## src/rtl/bus_sequencer.sv

```systemverilog
// Fetch/decode/execute sequencer driving accumulator-bus strobes; optional JZ via `SEQ_JZ_EN.
// Latency: 3 cycles per instruction, all outputs registered (strobes live for the EXECUTE cycle only).
// Backpressure: RUN low holds FETCH with IR/PC frozen; HALT is left only through RST.
module bus_sequencer #(
  parameter int ADDR_W = 4
) (
  input  logic              CLK,
  input  logic              RST,
  input  logic              RUN,
  input  logic [7:0]        INSTR,
  input  logic [3:0]        ACCA,
  output logic [ADDR_W-1:0] PC,
  output logic              LOADA,
  output logic              LOADB,
  output logic              ENABLEINSTR,
  output logic              ENABLEALU,
  output logic [3:0]        DATA,
  output logic [1:0]        ALUOP,
  output logic              OUTEN,
  output logic              HALTED
);

  typedef enum logic [1:0] {
    S_FETCH   = 2'd0,
    S_DECODE  = 2'd1,
    S_EXECUTE = 2'd2,
    S_HALT    = 2'd3
  } state_t;

  localparam logic [3:0] OP_LDA = 4'h1;
  localparam logic [3:0] OP_LDB = 4'h2;
  localparam logic [3:0] OP_ADD = 4'h3;
  localparam logic [3:0] OP_SUB = 4'h4;
  localparam logic [3:0] OP_AND = 4'h5;
  localparam logic [3:0] OP_OR  = 4'h6;
  localparam logic [3:0] OP_OUT = 4'h7;
  localparam logic [3:0] OP_JMP = 4'h8;
  localparam logic [3:0] OP_JZ  = 4'h9;
  localparam logic [3:0] OP_HLT = 4'hF;

  state_t              state_q, state_d;
  logic [7:0]          ir_q, ir_d;
  logic [ADDR_W-1:0]   pc_q, pc_d;
  logic                loada_q, loada_d;
  logic                loadb_q, loadb_d;
  logic                en_instr_q, en_instr_d;
  logic                en_alu_q, en_alu_d;
  logic [3:0]          data_q, data_d;
  logic [1:0]          aluop_q, aluop_d;
  logic                outen_q, outen_d;
  logic                halted_q, halted_d;

  logic [3:0]          opcode;
  logic [ADDR_W-1:0]   jump_tgt;

  assign opcode   = ir_q[7:4];
  assign jump_tgt = ADDR_W'(ir_q[3:0]);

`ifndef SEQ_JZ_EN
  logic unused_acca;
  assign unused_acca = ^ACCA;
`endif

  // Strobes default low so they can only be high for the single cycle after DECODE.
  always_comb begin
    state_d    = state_q;
    ir_d       = ir_q;
    pc_d       = pc_q;
    data_d     = data_q;
    aluop_d    = aluop_q;
    halted_d   = halted_q;
    loada_d    = 1'b0;
    loadb_d    = 1'b0;
    en_instr_d = 1'b0;
    en_alu_d   = 1'b0;
    outen_d    = 1'b0;

    case (state_q)
      S_FETCH: begin
        if (RUN) begin
          ir_d    = INSTR;
          state_d = S_DECODE;
        end
      end

      S_DECODE: begin
        pc_d   = pc_q + 1'b1;
        data_d = ir_q[3:0];
        if (opcode == OP_HLT) begin
          state_d  = S_HALT;
          halted_d = 1'b1;
        end else begin
          state_d = S_EXECUTE;
          case (opcode)
            OP_LDA: begin
              loada_d    = 1'b1;
              en_instr_d = 1'b1;
            end
            OP_LDB: begin
              loadb_d    = 1'b1;
              en_instr_d = 1'b1;
            end
            OP_ADD, OP_SUB, OP_AND, OP_OR: begin
              loada_d  = 1'b1;
              en_alu_d = 1'b1;
              aluop_d  = 2'(opcode - OP_ADD);
            end
            OP_OUT:  outen_d = 1'b1;
            default: ;
          endcase
        end
      end

      S_EXECUTE: begin
        state_d = S_FETCH;
        if (opcode == OP_JMP) begin
          pc_d = jump_tgt;
        end
`ifdef SEQ_JZ_EN
        if (opcode == OP_JZ && ACCA == 4'd0) begin
          pc_d = jump_tgt;
        end
`else
        if (opcode == OP_JZ) begin
          pc_d = pc_q;
        end
`endif
      end

      S_HALT: begin
        halted_d = 1'b1;
      end

      default: state_d = S_FETCH;
    endcase
  end

  always_ff @(posedge CLK) begin
    if (RST) begin
      state_q    <= S_FETCH;
      ir_q       <= '0;
      pc_q       <= '0;
      loada_q    <= 1'b0;
      loadb_q    <= 1'b0;
      en_instr_q <= 1'b0;
      en_alu_q   <= 1'b0;
      data_q     <= '0;
      aluop_q    <= 2'b00;
      outen_q    <= 1'b0;
      halted_q   <= 1'b0;
    end else begin
      state_q    <= state_d;
      ir_q       <= ir_d;
      pc_q       <= pc_d;
      loada_q    <= loada_d;
      loadb_q    <= loadb_d;
      en_instr_q <= en_instr_d;
      en_alu_q   <= en_alu_d;
      data_q     <= data_d;
      aluop_q    <= aluop_d;
      outen_q    <= outen_d;
      halted_q   <= halted_d;
    end
  end

  assign PC          = pc_q;
  assign LOADA       = loada_q;
  assign LOADB       = loadb_q;
  assign ENABLEINSTR = en_instr_q;
  assign ENABLEALU   = en_alu_q;
  assign DATA        = data_q;
  assign ALUOP       = aluop_q;
  assign OUTEN       = outen_q;
  assign HALTED      = halted_q;

endmodule

```

## config.mk

```make
export PLATFORM = sky130hd
export DESIGN_NAME = bus_sequencer
export DESIGN_NICKNAME = d
export VERILOG_FILES = /design/src/rtl/bus_sequencer.sv
export SDC_FILE = /design/constraint.sdc
export NUM_CORES = 1
export LEC_CHECK = 0
export ABC_AREA = 0
export CAP_MARGIN = 30
export CORE_MARGIN = 4
export CORE_UTILIZATION = 35
export DETAILED_ROUTE_END_ITERATION = 16
export HOLD_SLACK_MARGIN = 0.06
export SKIP_CTS_REPAIR_TIMING = 1
export SYNTH_ARGS = -nofsm -noshare
export SYNTH_HDL_FRONTEND = slang
export SYNTH_SLANG_ARGS = --single-unit
```

## constraint.sdc

```tcl
create_clock -name CLK -period 4.5 [get_ports CLK]
set_input_delay 0.9 -clock CLK [delete_from_list [all_inputs] [get_ports CLK]]
set_output_delay 0.9 -clock CLK [all_outputs]
set_load 0.05 [all_outputs]
```

## Word level (Yosys, flattened, before mapping)

Cells that the tools add are included.

| storage, ports and cells | value |
|---|---|
| flip-flop bits (word level) | 26 |
| input port bits | 15 |
| output and inout port bits | 16 |
| word-level logic and storage cells | 58 |

| operators by class | value |
|---|---|
| add/sub/neg operators | 2 |
| equality and inequality tests | 17 |
| muxes and demuxes | 13 |
| bitwise gates (word level) | 2 |
| reductions and logical operators | 13 |

Operators by type and width:

| operator | count |
|---|---|
| == test 4 x 3 -> 1 bit, second input constant | 4 |
| == test 4 bit, second input constant | 3 |
| == test 4 x 2 -> 1 bit, second input constant | 2 |
| two-way mux 4 bit | 2 |
| != test 2 bit, second input constant | 4 |
| case mux 4 bit (2 select lines) | 1 |
| two-way mux 1 bit | 7 |
| case mux 2 bit (3 select lines) | 1 |
| AND reduction 2 bit | 3 |
| AND reduction 3 bit | 2 |
| OR reduction 5 bit | 1 |
| adder 4 x 1 -> 4 bit, second input constant | 1 |
| == test 2 bit, second input constant | 2 |
| == test 4 x 1 -> 1 bit, second input constant | 1 |
| nonzero test 2 bit | 2 |
| OR reduction 4 bit | 1 |
| nonzero test 3 bit | 1 |
| OR reduction 3 bit | 1 |
| == test 2 x 1 -> 1 bit, second input constant | 1 |
| zero test 2 bit | 1 |
| two-way mux 2 bit | 1 |
| NOT 1 bit | 2 |
| case mux 1 bit (2 select lines) | 1 |
| OR reduction 2 bit | 1 |
| subtractor 2 bit, second input constant | 1 |

## Depth between registers and ports, before layout

Gate-level depths: netlist (run 1).

| logic depth | value |
|---|---|
| depth after elaboration | 4 |
| mapped depth | 6 |
| gate-level depth less buffers | 6 |

## Least setup slack after synthesis (run 1)

No wires, ideal clock.

| timing | value |
|---|---|
| kind | input to register |
| start | input RUN |
| end | register ir_q[0] |
| setup time | 0.128 ns |
| arrival | 1.648 ns |
| path slack | 2.724 ns |
| stages on the path | 4 |
| path buffers | 1 |
| cells stage by stage | nor3b_1 buf_2 mux2i_1 nor2_1 |

| between the ends | value |
|---|---|
| word-level cells in the longest chain between the ends | 1 |

Ends and longest elaborated chain:

| element | RTL line | source |
|---|---|---|
| from (decl) | 9 | `input logic RUN,` |
| AND reduction 2 bit (no source line) | n/a |  |
| to (signal assigned) | 153 | `ir_q <= ir_d;` |
| to (decl) | 42 | `logic [7:0] ir_q, ir_d;` |

Every way passes these cells.
A chain may end at the register's enable or synchronous reset.

## Final worst setup path (run 1)

| timing | value |
|---|---|
| start | register pc_q[0], in the netlist PC[0] |
| end | output PC[0] |

RTL lines:

| element | RTL line | source |
|---|---|---|
| from (decl) | 43 | `logic [ADDR_W-1:0] pc_q, pc_d;` |
| from (signal assigned) | 154 | `pc_q <= pc_d;` |
| to (decl) | 12 | `output logic [ADDR_W-1:0] PC,` |

No word-level cell between the ends.

==> results of run 1 <==
-- flip-flops by register name, summed over array words and instances (netlist names) --
register / count
OUTEN: 1
DATA: 4
ENABLEALU: 1
LOADA: 1
ir_q: 8
ALUOP: 2
PC: 4
state_q: 2
LOADB: 1
ENABLEINSTR: 1
HALTED: 1
-- layout make-up --
class,count,share of cell area [%]
Multi-Input combinational cell,84,38.3
Tap cell,44,3.80
Clock buffer,4,2.50
Inverter,4,1.04
Sequential cell,26,35.9
Timing Repair Buffer,27,18.5
-- per-stage QoR --
| stage | std cells | power (mW) | util (%) | area [µm²] |
|---|---|---|---|---|
| floorplan | 120 | 0.301 | - | 1130 |
| global placement | 185 | 0.322 | 45.9 | 1410 |
| detailed placement | 185 | 0.324 | 45.9 | 1410 |
| CTS | 189 | 0.442 | 47.1 | 1450 |
| global route | 189 | 0.457 | 47.1 | 1450 |
| finish | 189 | 0.435 | 47.1 | 1450 |
-- cell families after synthesis --
logic type	after synthesis	share of synthesized area (%)
mux	8	7.08
compound gates	22	11.3
xor+xnor	1	0.774
simple gates	48	24.4
flops	26	46.0
buf+inv	10	4.87
fa+ha+maj	5	5.53
-- layer usage --
layer / vias to the layer above / global-route usage (%) / wire length [µm]
met2: 17 / 17.6 / 997
li1: 464 / - / -
met4: 0 / 3.96 / 18
met1: 406 / 14.3 / 1090
met5: - / 0 / 0
met3: 2 / 3.12 / 104
-- cells in the mapped netlist (all sizes together) (2+ instances only) --
master  count  area share, %
a211oi      3            2.0
clkbuf      2           0.66
ha          5            5.5
inv         4            1.3
nor3b       3            2.0
nor2       17            5.6
dfxtp      26             46
nand2b      2            1.8
a21oi      11            4.9
buf         4            2.9
o21ai       5            2.2
nand2       9            3.0
and2        2            1.1
nor2b       3            1.7
mux2i       8            7.1
nor3        4            1.8
-- path summary, 6_finish.rpt --
path	startpoint	endpoint	slack [ns]
worst max-delay path	PC[0]	PC[0]	2.00
worst min-delay path	HALTED	HALTED	0.46
worst max register to register	ir_q[5]	PC[0]	2.87
worst min register to register	HALTED	HALTED	0.46
-- cells in the final DEF (no fill, tap or decap) --
| master | count |
|---|---|
| sky130_fd_sc_hd__and2_1 | 1 |
| sky130_fd_sc_hd__nand2_1 | 9 |
| sky130_fd_sc_hd__and4bb_2 | 1 |
| sky130_fd_sc_hd__nand3_1 | 1 |
| sky130_fd_sc_hd__nor4b_2 | 1 |
| sky130_fd_sc_hd__clkdlybuf4s50_1 | 26 |
| sky130_fd_sc_hd__nand4bb_1 | 1 |
| sky130_fd_sc_hd__o21ai_0 | 4 |
| sky130_fd_sc_hd__clkbuf_8 | 1 |
| sky130_fd_sc_hd__clkbuf_4 | 3 |
| sky130_fd_sc_hd__a211oi_1 | 3 |
| sky130_fd_sc_hd__o21ai_1 | 1 |
| sky130_fd_sc_hd__or3_1 | 1 |
| sky130_fd_sc_hd__and3_1 | 1 |
| sky130_fd_sc_hd__o221ai_1 | 1 |
| sky130_fd_sc_hd__a21oi_1 | 11 |
| sky130_fd_sc_hd__inv_1 | 4 |
| sky130_fd_sc_hd__nor2_1 | 17 |
| sky130_fd_sc_hd__buf_4 | 1 |
| sky130_fd_sc_hd__ha_1 | 5 |
| sky130_fd_sc_hd__and2b_1 | 1 |
| sky130_fd_sc_hd__nand2b_4 | 1 |
| sky130_fd_sc_hd__nor2b_1 | 3 |
| sky130_fd_sc_hd__a311oi_1 | 1 |
| sky130_fd_sc_hd__nor4_4 | 1 |
| sky130_fd_sc_hd__and2_0 | 1 |
| sky130_fd_sc_hd__nor3b_1 | 3 |
| sky130_fd_sc_hd__nand2b_1 | 1 |
| sky130_fd_sc_hd__dfxtp_1 | 26 |
| sky130_fd_sc_hd__mux2i_1 | 8 |
| sky130_fd_sc_hd__nor3_1 | 4 |
| sky130_fd_sc_hd__a21boi_0 | 1 |
| sky130_fd_sc_hd__xor2_1 | 1 |
-- power groups by stage --
stage,Clock (mW),Sequential (mW),Combinational [mW]
6_report,0.118,0.249,0.0684
5_1_grt,0.131,0.252,0.0750
4_1_cts,0.123,0.250,0.0693
3_5_place_dp,0,0.255,0.0688
3_3_place_gp,0,0.254,0.0684
2_1_floorplan,0,0.262,0.0387
==> run summary, run 1 <==
The run finished with clean final reports. For this design, the sink count on the clock tree is 26. The area of the multi-input gates is approximately 560 µm².

The category of the critical setup timing path is reg2out. The number of buffers added on ports is 26. The number of DRC markers in iteration 0 came out at 14. The library cell contributing the largest single delay on the critical path is sky130_fd_sc_hd__clkdlybuf4s50_1. The number of register bits inferred by synthesis came out at 26. The share of the clock period used by the worst path is between 50% and 60%. The post-synthesis cell area is 1130 µm². The least setup slack across all paths after layout came out at ~2 ns. The setup slack at placement came out at between 1.5 and 2 ns.

The total global routing overflow came out at 0. The detailed placement HPWL came out at about 1600 µm. The aggregate routed wire length came out at ~2200 µm. In this run the vertical extent of the chip is around 65 µm. The top fanout value on the critical path came out at 5.

The number of cell instances on the worst register-to-register path came out at 6. The number of instances in the synthesized netlist came out at 120. The final number of max-transition violations came to 0. The combined buffer and inverter count along the critical path came out at 1. The die span in x is approximately 65 µm. The clock network burns 27.0% of the power.

The iteration count of the initial detailed-routing pass is 4. The transition time at the pin with the least slew margin is 0.806 ns. The final antenna diode count came out at 0. The fraction of final layout cells sized beyond drive strength 1 came out at under 10%. The delay contributed by the slowest stage of the critical path came out at ~0.84 ns. The total routing resource utilization after global routing is ~11%. The number of antenna-violating nets in the routed design came out at 0.

The peak ir drop on the vdd network came out at 0.000143 V. The area added between synthesis and finish came out at 28.2%. For this block, the via count after detailed routing is around 900. The most used flip-flop cell after synthesis is sky130_fd_sc_hd__dfxtp_1.

The proportion of synthesized flip-flops having asynchronous set or reset is 0%. The maximum number of pins on one net before global-route repair is 24. Setup violations remaining at the end of the flow were counted as 0. The kind of cell with the highest combined delay along the critical path is buffers and inverters. In this run the number of cells on the critical path is 1. The critical path endpoint category is an output port. The number of global-route vias before repair is 790.

After floorplanning, the core was sized to cover 3080 µm². The initial core utilization is a little under two fifths. The root cell of the clock tree is sky130_fd_sc_hd__clkbuf_4. In this run the worst hold path is classified as reg2reg. The arrival time of data at the critical path endpoint came out at between 1.5 and 2 ns. The total negative slack for setup checks came out at 0 ns.

The number of warnings issued by yosys came out at 0. The number of enable-type register cells in the synthesized netlist is 0. The initial antenna violation count came to 0. During I/O placement, the number of pins put on the boundary was 31. The final count of hold timing violations is 0.

The post-synthesis cell type count came out at 32. Power spread over the standard cell area amounts to 300 nW/µm². Clock tree synthesis inserted a total of 3 buffers. The cell depth of the worst hold path is 2. Of the synthesized area, sequential elements account for a little under half. The final hold slack came out at between 0.4 and 0.5 ns. The wire length of the first global-routing pass came out at between 3000 and 4000 µm. The floorplan step defined a die boundary enclosing around 4200 µm².

The combinational share of power is 15.7%. For the worst-skew pair, the clock arrives at the later sink with an insertion delay of about 0.32 ns. The number of buffers between clock root and the deepest sink is 2.

The tightest slew margin relative to the limit came out at between 40% and 50%. The share of total power in sequential cells came out at roughly 57%. The global placer's final weighted congestion is 0.788. The total of max-cap violations is 0.

Setup repair after global routing left no endpoint under its margin. The layout net count is ~170. CTS built an H-tree with a depth of 1. The setup skew after layout came out at 0.0124 ns.

The timing-limited maximum frequency came out at 400 MHz. The TritonCTS clock tree is built. Summed over all nets, the switching power comes to approximately 0.12 mW. The number of filler cells placed in the layout came out at between 300 and 400. The leakage dissipation is ~0.53 nW. The detailed-route DRC error count is 0. The number of nets in the synthesized netlist is 140. Net switching is roughly a quarter of the power.

The required time at the worst-slack endpoint came out at around 3.6 ns. The worst path needs about 2.5 ns of the cycle, external delays included. The clock-pin slew on the worst setup and hold paths came out at ~0.15 ns. In the final routed layout, each cell accounts on average for roughly 12 µm. Row generation in the floorplan step produced 20 rows. The vias per cell is approximately 4.7. The critical path goes through clkdlybuf4s50_1. STA classifies the critical path startpoint as a register. Each instance of the synthesized netlist takes up on average between 9 and 10 µm². The internal portion of total power came out at roughly 0.32 mW. Registers take roughly 520 µm².
Note: power is estimated with default switching activity, not from simulation.
==> run 2, diff against run 1 <==
- clock period: 4.5 -> 2.4 ns (I/O delays scaled with it)
==> run 2 against run 1 <==
  * Combinational power is 94% higher
  * Core utilization is 0.49 points higher
  * Non-clock buffer count increased by 2
  * Register-to-register slack lost 2.1 ns
  * Largest power group unchanged
  * First-iteration DRC count rose by 100%
  * Sequential cell count stayed put
  * Total power rose by 89%
  * Sequential power is 88% higher
  * Cell count rose by 1.1%
  * Critical path type unchanged
  * Sequential share of layout area decreased by 0.37 points
  * Setup slack got worse by 1.7 ns
  * Die area did not move
==> run summary, run 2 (synthesized netlist as in run 1, its figures left out) <==
Outcome: finished clean (unchanged). The timing-limited maximum frequency came out at 483 MHz. The total non-filler cell area in the finished layout came out at 1470 µm² (was 1450 µm²). The cell family contributing the most delay on the critical path was buffers and inverters (unchanged). The maximum number of pins on one net before global-route repair came out at 23 (was 24). The root cell of the clock tree is sky130_fd_sc_hd__clkbuf_4 (unchanged). The number of buffers between clock root and the deepest sink is 2 (unchanged).

The number of CTS-inserted buffers came to 3 (unchanged). The layout net count came to 168 (was 166). The delay contributed by the slowest stage of the critical path came out at 0.84 ns (about the same). The endpoint of the worst register-to-register path was PC[0] (unchanged). The final hold slack came to 0.455 ns (was 0.456 ns). The category of the critical setup timing path is reg2out (unchanged). The power dissipated by switching net loads is 0.219 mW (was 0.116 mW). The number of non-filler instances in the completed layout is 191 (was 189).

The leakage dissipation is 0.536 nW (was 0.526 nW). The reg-to-reg startpoint is ir_q[5] (unchanged). The critical path endpoint category is an output port (unchanged). The setup skew after layout is 0.0118 ns (was 0.0124 ns). The final antenna diode count came out at 0 (unchanged). The hold path startpoint is HALTED (unchanged). The number of filler cells placed in the layout came to 312 (was 301). The total power of the final layout is 0.821 mW (was 0.435 mW).

The total routing resource utilization after global routing is 11.6% (was 11.1%). The number of levels the H-tree was split into is 1 (unchanged). The area added between synthesis and finish is 29.5% (was 28.2%). The number of ports placed on the die boundary came out at 31 (unchanged). The total of max-cap violations came to 0 (unchanged). The critical path launch point type is a register (unchanged). The total global routing overflow is 0 (unchanged). The cell area after placement is 1430 µm² (was 1410 µm²).

The register name with the most flops was ir_q (unchanged). The floorplan core area is 3080 µm² (unchanged). The number of global-route vias before repair was 832 (was 790). The fraction of final layout cells sized beyond drive strength 1 came out at 7.48% (was 6.21%). The initial core utilization is 36.7% (unchanged). The cell depth of the worst hold path came out at 2 (unchanged). The number of cell instances on the worst register-to-register path came out at 6 (unchanged). The per-cell routed wire length is 12.1 µm (was 11.7 µm). The worst path uses a little under nine tenths of the clock period. The total negative slack for setup checks came to 0 ns (unchanged). The sink of the worst hold path is HALTED (unchanged).

Unrepaired setup endpoints after global routing: false (unchanged). Most frequent cells in the layout: sky130_fd_sc_hd__dfxtp_1, sky130_fd_sc_hd__clkdlybuf4s50_1, sky130_fd_sc_hd__nor2_1 (unchanged). The final period demand of the worst path is ~2.1 ns. The class of the most critical hold timing path is reg2reg (unchanged). The final number of max-transition violations came out at 0 (unchanged). The register-to-register setup slack is 0.77 ns (was 2.87 ns).

The initial antenna violation count was 0 (unchanged). The required time at the worst-slack endpoint came to 1.92 ns (was 3.60 ns). The flip-flop count of the largest register after layout is 8 (unchanged).

The arrival time of data at the critical path endpoint is 1.59 ns (was 1.60 ns). The combinational share of power came out at 16.2% (was 15.7%). The combined buffer and inverter count along the critical path is 1 (unchanged). The global placer's final weighted congestion came out at 0.794 (was 0.788).

The start point of the critical path is PC[0] (unchanged). The floorplan row count came out at 20 (unchanged). The tightest slew margin relative to the limit is 66.5% (was 46.1%). The detailed placement HPWL is 1710 µm (was 1630 µm). The clock insertion delay at the later pin of the skew report came out at 0.32 ns (about the same). The area of the die came to 4200 µm² (unchanged). The share of total power in sequential cells was 57.0% (was 57.3%). The peak ir drop on the vdd network is 0.000268 V (was 0.000143 V). The total of endpoints with negative setup slack in the final report is 0 (unchanged). The wire length of the first global-routing pass is 3820 µm (was 3680 µm). The internal portion of total power was 0.603 mW (was 0.320 mW). The detailed-route DRC error count came to 0 (unchanged). The transition time at the pin with the least slew margin is 0.500 ns (was 0.806 ns). The top fanout value on the critical path is 5 (unchanged). The total via count in the routed design came out at 896 (was 889).

The number of buffers added on ports is 26 (unchanged). The switching fraction of total power came out at 26.6% (was 26.5%). The cell count after placement came out at 187 (was 185). The number of antenna-violating nets in the routed design is 0 (unchanged). The power density normalized to cell area is 560 nW/µm² (was 300 nW/µm²). The setup slack at placement is 0.561 ns (was 1.90 ns). The TritonCTS clock tree is built (unchanged). Ordered cell list for the critical path: clkdlybuf4s50_1 (unchanged). The clock sink count is 26 (unchanged). The final design utilization is 47.6% (was 47.1%). The aggregate routed wire length is 2310 µm (was 2210 µm). The iteration count of the initial detailed-routing pass was 4 (unchanged). The die span in x came out at 64.8 µm (unchanged). The library cell contributing the largest single delay on the critical path is sky130_fd_sc_hd__clkdlybuf4s50_1 (unchanged).

The clock-pin slew on the worst setup and hold paths came out at 0.14 ns (was 0.15 ns). The overall die height is 64.8 µm (unchanged). The final count of hold timing violations came out at 0 (unchanged). The least setup slack across all paths after layout came to 0.328 ns (was 2.00 ns). The number of DRC markers in iteration 0 came out at 28 (was 14). The vias per cell is 4.69 (was 4.70). The part of the power in the clock network was 26.8% (was 27.0%).
[run 2: cell count changes in the layout (fill, tap and decap cells not counted), sizes merged]
cell  change
buf       +2
[run 2: layout make-up]
cell class	count	area (µm²)	share of cell area, %
clock buffer	4	36.3	2.48
inverter	4	15.0	1.02
multi-input combinational	84	556	37.9
sequential	26	520	35.5
tap	44	55.1	3.76
timing repair buffer	29	283	19.3
[run 2: per-layer routing]
| metal | GRT usage, % | up-vias | share of wire, % |
|---|---|---|---|
| met5 | 0 | - | 0 |
| met2 | 18.4 | 18 | 44 |
| met1 | 15.3 | 410 | 51 |
| li1 | - | 464 | - |
| met4 | 4.75 | 0 | 1.4 |
| met3 | 2.25 | 4 | 3.6 |
[run 2: worst max path at each step]
stage | end | slack (ns) | depth (start not counted)
detailed placement | ir_q[1] | 0.56 | 5
floorplan | PC[0] | 0.97 | 6
global route | PC[0] | 0.26 | 1
global placement | ir_q[3] | 0.59 | 5
finish | PC[0] | 0.33 | 1
CTS | PC[0] | 0.31 | 1
[run 2: power by group through the flow]
stage          sequential, mW  clock (mW)  combinational (mW)
2_1_floorplan           0.492           0              0.0726
3_3_place_gp            0.477           0               0.131
3_5_place_dp            0.477           0               0.134
4_1_cts                 0.468       0.228               0.134
5_1_grt                 0.472       0.248               0.144
6_report                0.468       0.220               0.133
